## src/rtl/sigdel_seq_ctrl.sv

```systemverilog
// +----------------------------------------------------------------------------+
// | Module      : sigdel_seq_ctrl                                              |
// | Description : Sigma-delta decimation sequencer. Generates fsclk/fbwclk     |
// |               enables, discards settling words, and holds each decimated   |
// |               word for a valid/ready consumer with sticky overrun.         |
// | Options     : SIGDEL_OVR_CNT_EN adds the saturating ovr_cnt output.        |
// | Revision    : 1.0 - initial release                                        |
// +----------------------------------------------------------------------------+
`default_nettype none

module sigdel_seq_ctrl #(
  parameter int DIV_W  = 8,
  parameter int OSR_W  = 8,
  parameter int DW     = 16,
  parameter int SETTLE = 2
) (
  input  logic             clk,
  input  logic             rst_n,
  input  logic             en,
  input  logic [DIV_W-1:0] fs_div,
  input  logic [OSR_W-1:0] osr,
  input  logic             ovr_clr,
  input  logic [DW-1:0]    filt_in,
  output logic             fsclk,
  output logic             fbwclk,
  output logic [DW-1:0]    dout,
  output logic             dout_valid,
  input  logic             dout_ready,
  output logic             overrun,
  output logic             busy
`ifdef SIGDEL_OVR_CNT_EN
  ,
  output logic [7:0]       ovr_cnt
`endif
);

  typedef enum logic [1:0] {
    S_IDLE   = 2'd0,
    S_SETTLE = 2'd1,
    S_RUN    = 2'd2
  } state_t;

  localparam logic [4:0] c_SETTLE = 5'(SETTLE);

  state_t           r_state;
  state_t           w_state_nxt;
  logic [DIV_W-1:0] r_fs_div_l;
  logic [OSR_W-1:0] r_osr_l;
  logic [DIV_W-1:0] r_fs_cnt;
  logic [OSR_W-1:0] r_dec_cnt;
  logic [3:0]       r_settle_cnt;
  logic             r_cap_pend;
  logic             r_fsclk;
  logic             r_fbwclk;
  logic [DW-1:0]    r_dout;
  logic             r_dout_valid;
  logic             r_overrun;

  logic w_start;
  logic w_active;
  logic w_fs_hit;
  logic w_dec_hit;
  logic w_cap;
  logic w_settle_done;
  logic w_load;
  logic w_consume;
  logic w_ovr_evt;

  // A pending request is dropped as soon as en is seen low, so the counters
  // only advance while the state is active and en is still asserted.
  assign w_start       = (r_state == S_IDLE) && en;
  assign w_active      = (r_state != S_IDLE) && en;
  assign w_fs_hit      = w_active && (r_fs_cnt == r_fs_div_l);
  assign w_dec_hit     = w_fs_hit && (r_dec_cnt == r_osr_l);
  assign w_cap         = w_active && r_cap_pend;
  assign w_settle_done = w_cap && (r_state == S_SETTLE) &&
                         (({1'b0, r_settle_cnt} + 5'd1) == c_SETTLE);
  assign w_load        = w_cap && (r_state == S_RUN);
  assign w_consume     = r_dout_valid && dout_ready;
  assign w_ovr_evt     = w_load && r_dout_valid && !dout_ready;

  always_ff @(posedge clk or negedge rst_n) begin
    if (!rst_n) begin
      r_state <= S_IDLE;
    end else begin
      r_state <= w_state_nxt;
    end
  end

  always_comb begin
    w_state_nxt = r_state;
    case (r_state)
      S_IDLE: begin
        if (en) begin
          w_state_nxt = (c_SETTLE == 5'd0) ? S_RUN : S_SETTLE;
        end
      end
      S_SETTLE: begin
        if (!en) begin
          w_state_nxt = S_IDLE;
        end else if (w_settle_done) begin
          w_state_nxt = S_RUN;
        end
      end
      S_RUN: begin
        if (!en) begin
          w_state_nxt = S_IDLE;
        end
      end
      default: w_state_nxt = S_IDLE;
    endcase
  end

  always_ff @(posedge clk or negedge rst_n) begin
    if (!rst_n) begin
      r_fs_div_l <= '0;
      r_osr_l    <= '0;
    end else if (w_start) begin
      r_fs_div_l <= fs_div;
      r_osr_l    <= osr;
    end
  end

  // Rate generation: fsclk/fbwclk are registered, so they land one cycle
  // after the prescaler match that produces them.
  always_ff @(posedge clk or negedge rst_n) begin
    if (!rst_n) begin
      r_fs_cnt     <= '0;
      r_dec_cnt    <= '0;
      r_settle_cnt <= '0;
      r_cap_pend   <= 1'b0;
      r_fsclk      <= 1'b0;
      r_fbwclk     <= 1'b0;
    end else if (!w_active) begin
      r_fs_cnt     <= '0;
      r_dec_cnt    <= '0;
      r_settle_cnt <= '0;
      r_cap_pend   <= 1'b0;
      r_fsclk      <= 1'b0;
      r_fbwclk     <= 1'b0;
    end else begin
      r_fs_cnt   <= w_fs_hit ? '0 : r_fs_cnt + 1'b1;
      r_fsclk    <= w_fs_hit;
      r_fbwclk   <= w_dec_hit;
      r_cap_pend <= r_fbwclk;
      if (w_fs_hit) begin
        r_dec_cnt <= w_dec_hit ? '0 : r_dec_cnt + 1'b1;
      end
      if (w_cap && (r_state == S_SETTLE)) begin
        r_settle_cnt <= r_settle_cnt + 4'd1;
      end
    end
  end

  always_ff @(posedge clk or negedge rst_n) begin
    if (!rst_n) begin
      r_dout       <= '0;
      r_dout_valid <= 1'b0;
    end else if (w_load) begin
      r_dout       <= filt_in;
      r_dout_valid <= 1'b1;
    end else if (w_consume) begin
      r_dout_valid <= 1'b0;
    end
  end

  always_ff @(posedge clk or negedge rst_n) begin
    if (!rst_n) begin
      r_overrun <= 1'b0;
    end else if (w_ovr_evt) begin
      r_overrun <= 1'b1;
    end else if (ovr_clr) begin
      r_overrun <= 1'b0;
    end
  end

`ifdef SIGDEL_OVR_CNT_EN
  logic [7:0] r_ovr_cnt;

  // A clear coinciding with a new event counts that event.
  always_ff @(posedge clk or negedge rst_n) begin
    if (!rst_n) begin
      r_ovr_cnt <= 8'd0;
    end else if (ovr_clr) begin
      r_ovr_cnt <= w_ovr_evt ? 8'd1 : 8'd0;
    end else if (w_ovr_evt && (r_ovr_cnt != 8'hFF)) begin
      r_ovr_cnt <= r_ovr_cnt + 8'd1;
    end
  end

  assign ovr_cnt = r_ovr_cnt;
`endif

  assign fsclk      = r_fsclk;
  assign fbwclk     = r_fbwclk;
  assign dout       = r_dout;
  assign dout_valid = r_dout_valid;
  assign overrun    = r_overrun;
  assign busy       = (r_state != S_IDLE);

endmodule

`default_nettype wire

```

## config.mk

```make
export PLATFORM = sky130hd
export DESIGN_NAME = sigdel_seq_ctrl
export DESIGN_NICKNAME = d
export VERILOG_FILES = /design/src/rtl/sigdel_seq_ctrl.sv
export SDC_FILE = /design/constraint.sdc
export NUM_CORES = 1
export LEC_CHECK = 0
export CAP_MARGIN = 20
export CELL_PAD_IN_SITES_DETAIL_PLACEMENT = 0
export CELL_PAD_IN_SITES_GLOBAL_PLACEMENT = 2
export CORE_MARGIN = 2
export CORE_UTILIZATION = 35
export CTS_BUF_LIST = sky130_fd_sc_hd__clkbuf_8 sky130_fd_sc_hd__clkbuf_16
export DETAILED_ROUTE_END_ITERATION = 10
export PLACE_DENSITY_LB_ADDON = 0.1
export SETUP_SLACK_MARGIN = 0.02
export SLEW_MARGIN = 25
export SYNTH_ARGS = -nofsm -noshare
export SYNTH_HDL_FRONTEND = slang
export SYNTH_SLANG_ARGS = --single-unit
```

## constraint.sdc

```tcl
create_clock -name clk -period 3.9 [get_ports clk]
set_clock_uncertainty 0.2 [all_clocks]
set_input_delay 0.78 -clock clk [delete_from_list [all_inputs] [get_ports clk]]
set_output_delay 0.78 -clock clk [all_outputs]
set_load 0.01 [all_outputs]
```

Word-level counts from Yosys, hierarchy flattened --
Index checks and enable logic that the tools add are counted.
Storage, ports and cells: flip-flop bits (word level) 59, bits in latches 0, RAM bits 0, bits in read-only memories 0, input bits 37, output and inout bits 21, logic and storage cells 62, memories kept 0
Cells by class: $add $sub $neg 4, multipliers 0, divide/modulo/power cells 0, magnitude comparators 0, equality and inequality tests 10, shifts and indexed selects 0, muxes and demuxes 19, bitwise gates (word level) 0, reduce and logical (&&, ||, !) cells 17
Operators by type and width (number):
- 2-to-1 mux 8 bit | 5
- adder 8 x 1 -> 8 bit (second input constant) | 2
- equality test 8 bit | 2
- logical AND 1 bit | 11
- 2-to-1 mux 2 bit | 4
- 2-to-1 mux 4 bit | 2
- 2-to-1 mux 1 bit | 7
- one-hot mux 2 bit (3 select lines) | 1
- nonzero test 2 bit | 3
- adder 4 x 1 -> 5 bit (second input constant) | 1
- equality test 5 x 2 -> 1 bit (second input constant) | 1
- adder 4 x 1 -> 4 bit (second input constant) | 1
- inequality test 2 x 1 -> 1 bit (second input constant) | 2
- inequality test 2 bit (second input constant) | 2
- inequality test 3 bit (second input constant) | 1
- AND reduction 3 bit | 1
- equality test 2 x 1 -> 1 bit (second input constant) | 1
- equality test 2 bit (second input constant) | 1
- zero test 2 bit | 1
- zero test 1 bit | 1

Longest topological paths before layout --
depth in word-level cells 8, mapped depth 7, mapped depth without buffers 6

Least setup slack after synthesis --
Ideal clock, no wire load.
path kind register to register, start register r_state[0], end register r_fs_div_l[0], setup time 0.125 ns, arrival time 1.658 ns, data required time 3.575 ns, path slack 1.917 ns, cell stages (with the launch flop) 6, buffers on the path 2, period minus slack after synthesis 1.983 ns, path through dfrtp_1 or2_2 clkbuf_1 nor2_2 buf_4 mux2_2
Between the ends: word-level cells in the longest chain between the ends 2
Ends and longest elaborated chain:
- start: declaration | line 45 | state_t r_state;
- start signal: assignment | line 86 | r_state <= w_state_nxt;
- zero test 2 bit | line 71 | assign w_start = (r_state == S_IDLE) && en;
- logical AND 1 bit | line 71
- end signal: assignment | line 119 | r_fs_div_l <= fs_div;
- end: declaration | line 47 | logic [DIV_W-1:0] r_fs_div_l;
Every way passes these cells. A chain may end at the register's enable or synchronous reset.

Worst setup path after layout --
start register r_state[0], end output busy
Between the ends: word-level cells in the longest chain between the ends 1
Ends and longest elaborated chain:
- nonzero test 2 bit | line 199 | assign busy = (r_state != S_IDLE);
- end: declaration | line 30 | output logic busy
Every way passes these cells.

==> impl_metrics.env <==
export IMPL_outcome="finished clean"
export IMPL_finalWirelength_mm=5.42
export IMPL_ys_seq_area_share_pct=55.1
export IMPL_drt_first_pass_iters=4
export IMPL_die_y_um=91.5
export IMPL_p_sw_share_pct=23.3
export IMPL_slew_headroom_pct=46.0
export IMPL_grt_pass1_wl_mm=9.22
export IMPL_h_tree_depth=3
export IMPL_cts_hold_buffers=0
export IMPL_drt_iter0_markers=54
export IMPL_ys_warnings_count=0
export IMPL_cp_num_buf_inv=1
export IMPL_ir_drop_uv=213
export IMPL_p_leak_nw=1.55
export IMPL_final_area_mm2=0.00350
export IMPL_tightest_slew_ns=0.807
export IMPL_cts_made_buffers=9
export IMPL_layout_commonest_cell="dfrtp_1"
export IMPL_synth_area_leaders="dfrtp_1, mux2_2, xnor2_1"
export IMPL_pwr_share_clk_pct=37.2
export IMPL_grt_use_total_pct=14.1
export IMPL_ant_nets=0
export IMPL_cp_top_family="buffers and inverters"
export IMPL_std_cell_rows=31
export IMPL_power_frac_comb_pct=9.4
export IMPL_synth_edf_count=0
export IMPL_place_congestion=0.796
export IMPL_vias=1876
export IMPL_fp_dieW_um=91.5
export IMPL_cts_root_buf="clkbuf_8"
export IMPL_hold_viol=0
export IMPL_max_freq_mhz=381
export IMPL_cp_data_arrival_time_ns=1.64
export IMPL_postCtsResizedCells=0
export IMPL_whs_ns=0.232
export IMPL_critical_path_cell_chain="or2_2 > clkdlybuf4s50_1"
export IMPL_yosysTopAreaCell="dfrtp_1"
export IMPL_clk_pin_slew_ns=0.06
export IMPL_setup_tns_final_ns=0
export IMPL_synthArstFlopShare_pct=100
export IMPL_syn_inst=224
export IMPL_clock_latency_ns=0.33
export IMPL_start_util_pct=36.5
export IMPL_diodes=0
export IMPL_setup_viol=0
export IMPL_ys_types=38
export IMPL_wl_per_cell_um=13.9
export IMPL_hold_class="input pin to async pin"
export IMPL_nFillCells=678
export IMPL_synth_main_ff_cell="dfrtp_1"
export IMPL_finalPower_mw=1.23
export IMPL_max_stage_delay_ns=0.49
export IMPL_syn_nets=265
export IMPL_antenna_found_initial=0
export IMPL_synth_top_cell_area_share_pct=55.1
export IMPL_dp_hpwl_mm=3.83
export IMPL_final_cell_mix="dfrtp_1, clkdlybuf4s50_1, mux2_2, nor2_1, xnor2_1"
export IMPL_drive_gt1_share_pct=18.2
export IMPL_viasPerCell=4.81
export IMPL_syn_area_per_cell_um2=12.0
export IMPL_pin_count=58
export IMPL_multi_input_area_mm2=0.00113
export IMPL_cp_max_fo=7
export IMPL_portBuffers=57
export IMPL_slowest_stage="clkdlybuf4s50_1"
export IMPL_fp_dieArea_mm2=0.00837
export IMPL_grt_pass1_vias=1835
export IMPL_grt_max_degree=37
export IMPL_startpoint_type="flip-flop"
export IMPL_rsz0062_at_grt="no"
export IMPL_slew_viol_final=0
export IMPL_grt_overflow=0
export IMPL_finalNetCount=328
export IMPL_seqCellArea_mm2=0.00148
export IMPL_synth_area_mm2=0.00268
export IMPL_dpl_cell_area_mm2=0.00334
export IMPL_drc=0
export IMPL_seqPwrFrac_pct=53.4
export IMPL_ys_ff_latch=59
export IMPL_power_internal_mw=0.946
export IMPL_placedCellCount=375
export IMPL_core_area_mm2=0.00733
export IMPL_power_density_mw_per_mm2=352
export IMPL_cts_tree="built"
export IMPL_clock_path_buffers=2
export IMPL_cts_num_sinks=59
export IMPL_p_sw_mw=0.287
export IMPL_syn_to_final_growth_pct=30.5
export IMPL_cp_end_kind="output port"
export IMPL_min_period_ns=2.62
export IMPL_post_cts_buffers=0
export IMPL_period_share_pct=67.3
export IMPL_critPathKind="flip-flop to output port"
export IMPL_instances_no_fill=390
export IMPL_required_ns=2.92
export IMPL_drv_cap=0
==> final cells by class <==
class	instances	share of cell area (%)
clock buffer	10	3.94
timing repair buffer	59	16.6
clock inverter	5	0.644
multi-input combinational	152	32.4
sequential	59	42.2
inverter	6	0.644
tap	99	3.54
==> power groups by stage <==
stage,sequential [mW],clock [mW],combinational [mW]
2_1_floorplan,0.664,0,0.0590
3_3_place_gp,0.669,0,0.118
3_5_place_dp,0.669,0,0.119
4_1_cts,0.658,0.483,0.119
5_1_grt,0.661,0.514,0.129
6_report,0.658,0.459,0.116
==> worst register-to-register path, stage by stage (launching register included) <==
cell     delay, ns
dfrtp_1       0.42
xnor2_1       0.18
nand4_1       0.17
or2_0         0.53
or4_1         0.61
a21oi_1       0.16
==> metal layers <==
layer  vias up  global-route usage [%]  share of wire (%)
li1        919                       -                  -
met1       908                    18.7                 47
met2        43                    21.3                 47
met3         6                    6.14                5.0
met4         0                    3.41                1.1
met5         -                       0                  0
==> state kept, by name (all words and copies together) (netlist names) <==
signal / cells
dout: 16
r_dec_cnt: 8
r_fs_cnt: 8
r_fs_div_l: 8
r_osr_l: 8
r_settle_cnt: 4
r_state: 2
dout_valid: 1
fbwclk: 1
fsclk: 1
overrun: 1
r_cap_pend: 1
==> Yosys cell counts (all sizes together), types with 5 or more instances <==
cell type	n
a21oi	11
buf	6
dfrtp	59
inv	6
mux2	33
nand2	11
nand3	8
nand4	5
nor2	20
xnor2	12
xor2	10
==> final timing paths <==
check | start | slack (ns) | end | cells after the start
setup / recovery | r_state[0] | 1.28 | busy | 2
hold / removal | rst_n | 0.23 | dout[10] | 1
setup reg to reg | r_fs_cnt[4] | 1.55 | r_dec_cnt[5] | 5
hold reg to reg | dout[11] | 0.31 | dout[11] | 1
max in group asynchronous | rst_n | 2.40 | r_settle_cnt[1] | 2
min in group clk | dout[11] | 0.31 | dout[11] | 1
==> metrics by stage <==
step                setup slack [ns]  utilization, %
global placement                1.09            45.5
finish                          1.28            47.7
CTS                             1.25            47.7
global route                    1.21            47.7
detailed placement              1.10            45.5
floorplan                       1.92               -
==> cells by family (layout without fill, tap and decap cells) <==
group | Yosys count | after routing | share of synthesized area (%)
adder cells (fa/ha/maj) | 4 | 4 | 1.87
AND/OR/NAND/NOR | 66 | 66 | 12.8
AO/OA/AOI/OAI | 27 | 27 | 6.59
XOR/XNOR | 22 | 22 | 7.19
buffers and inverters | 13 | 80 | 2.62
flip-flops | 59 | 59 | 55.1
multiplexers | 33 | 33 | 13.9
No activity file was read; power rests on OpenSTA's default activity.
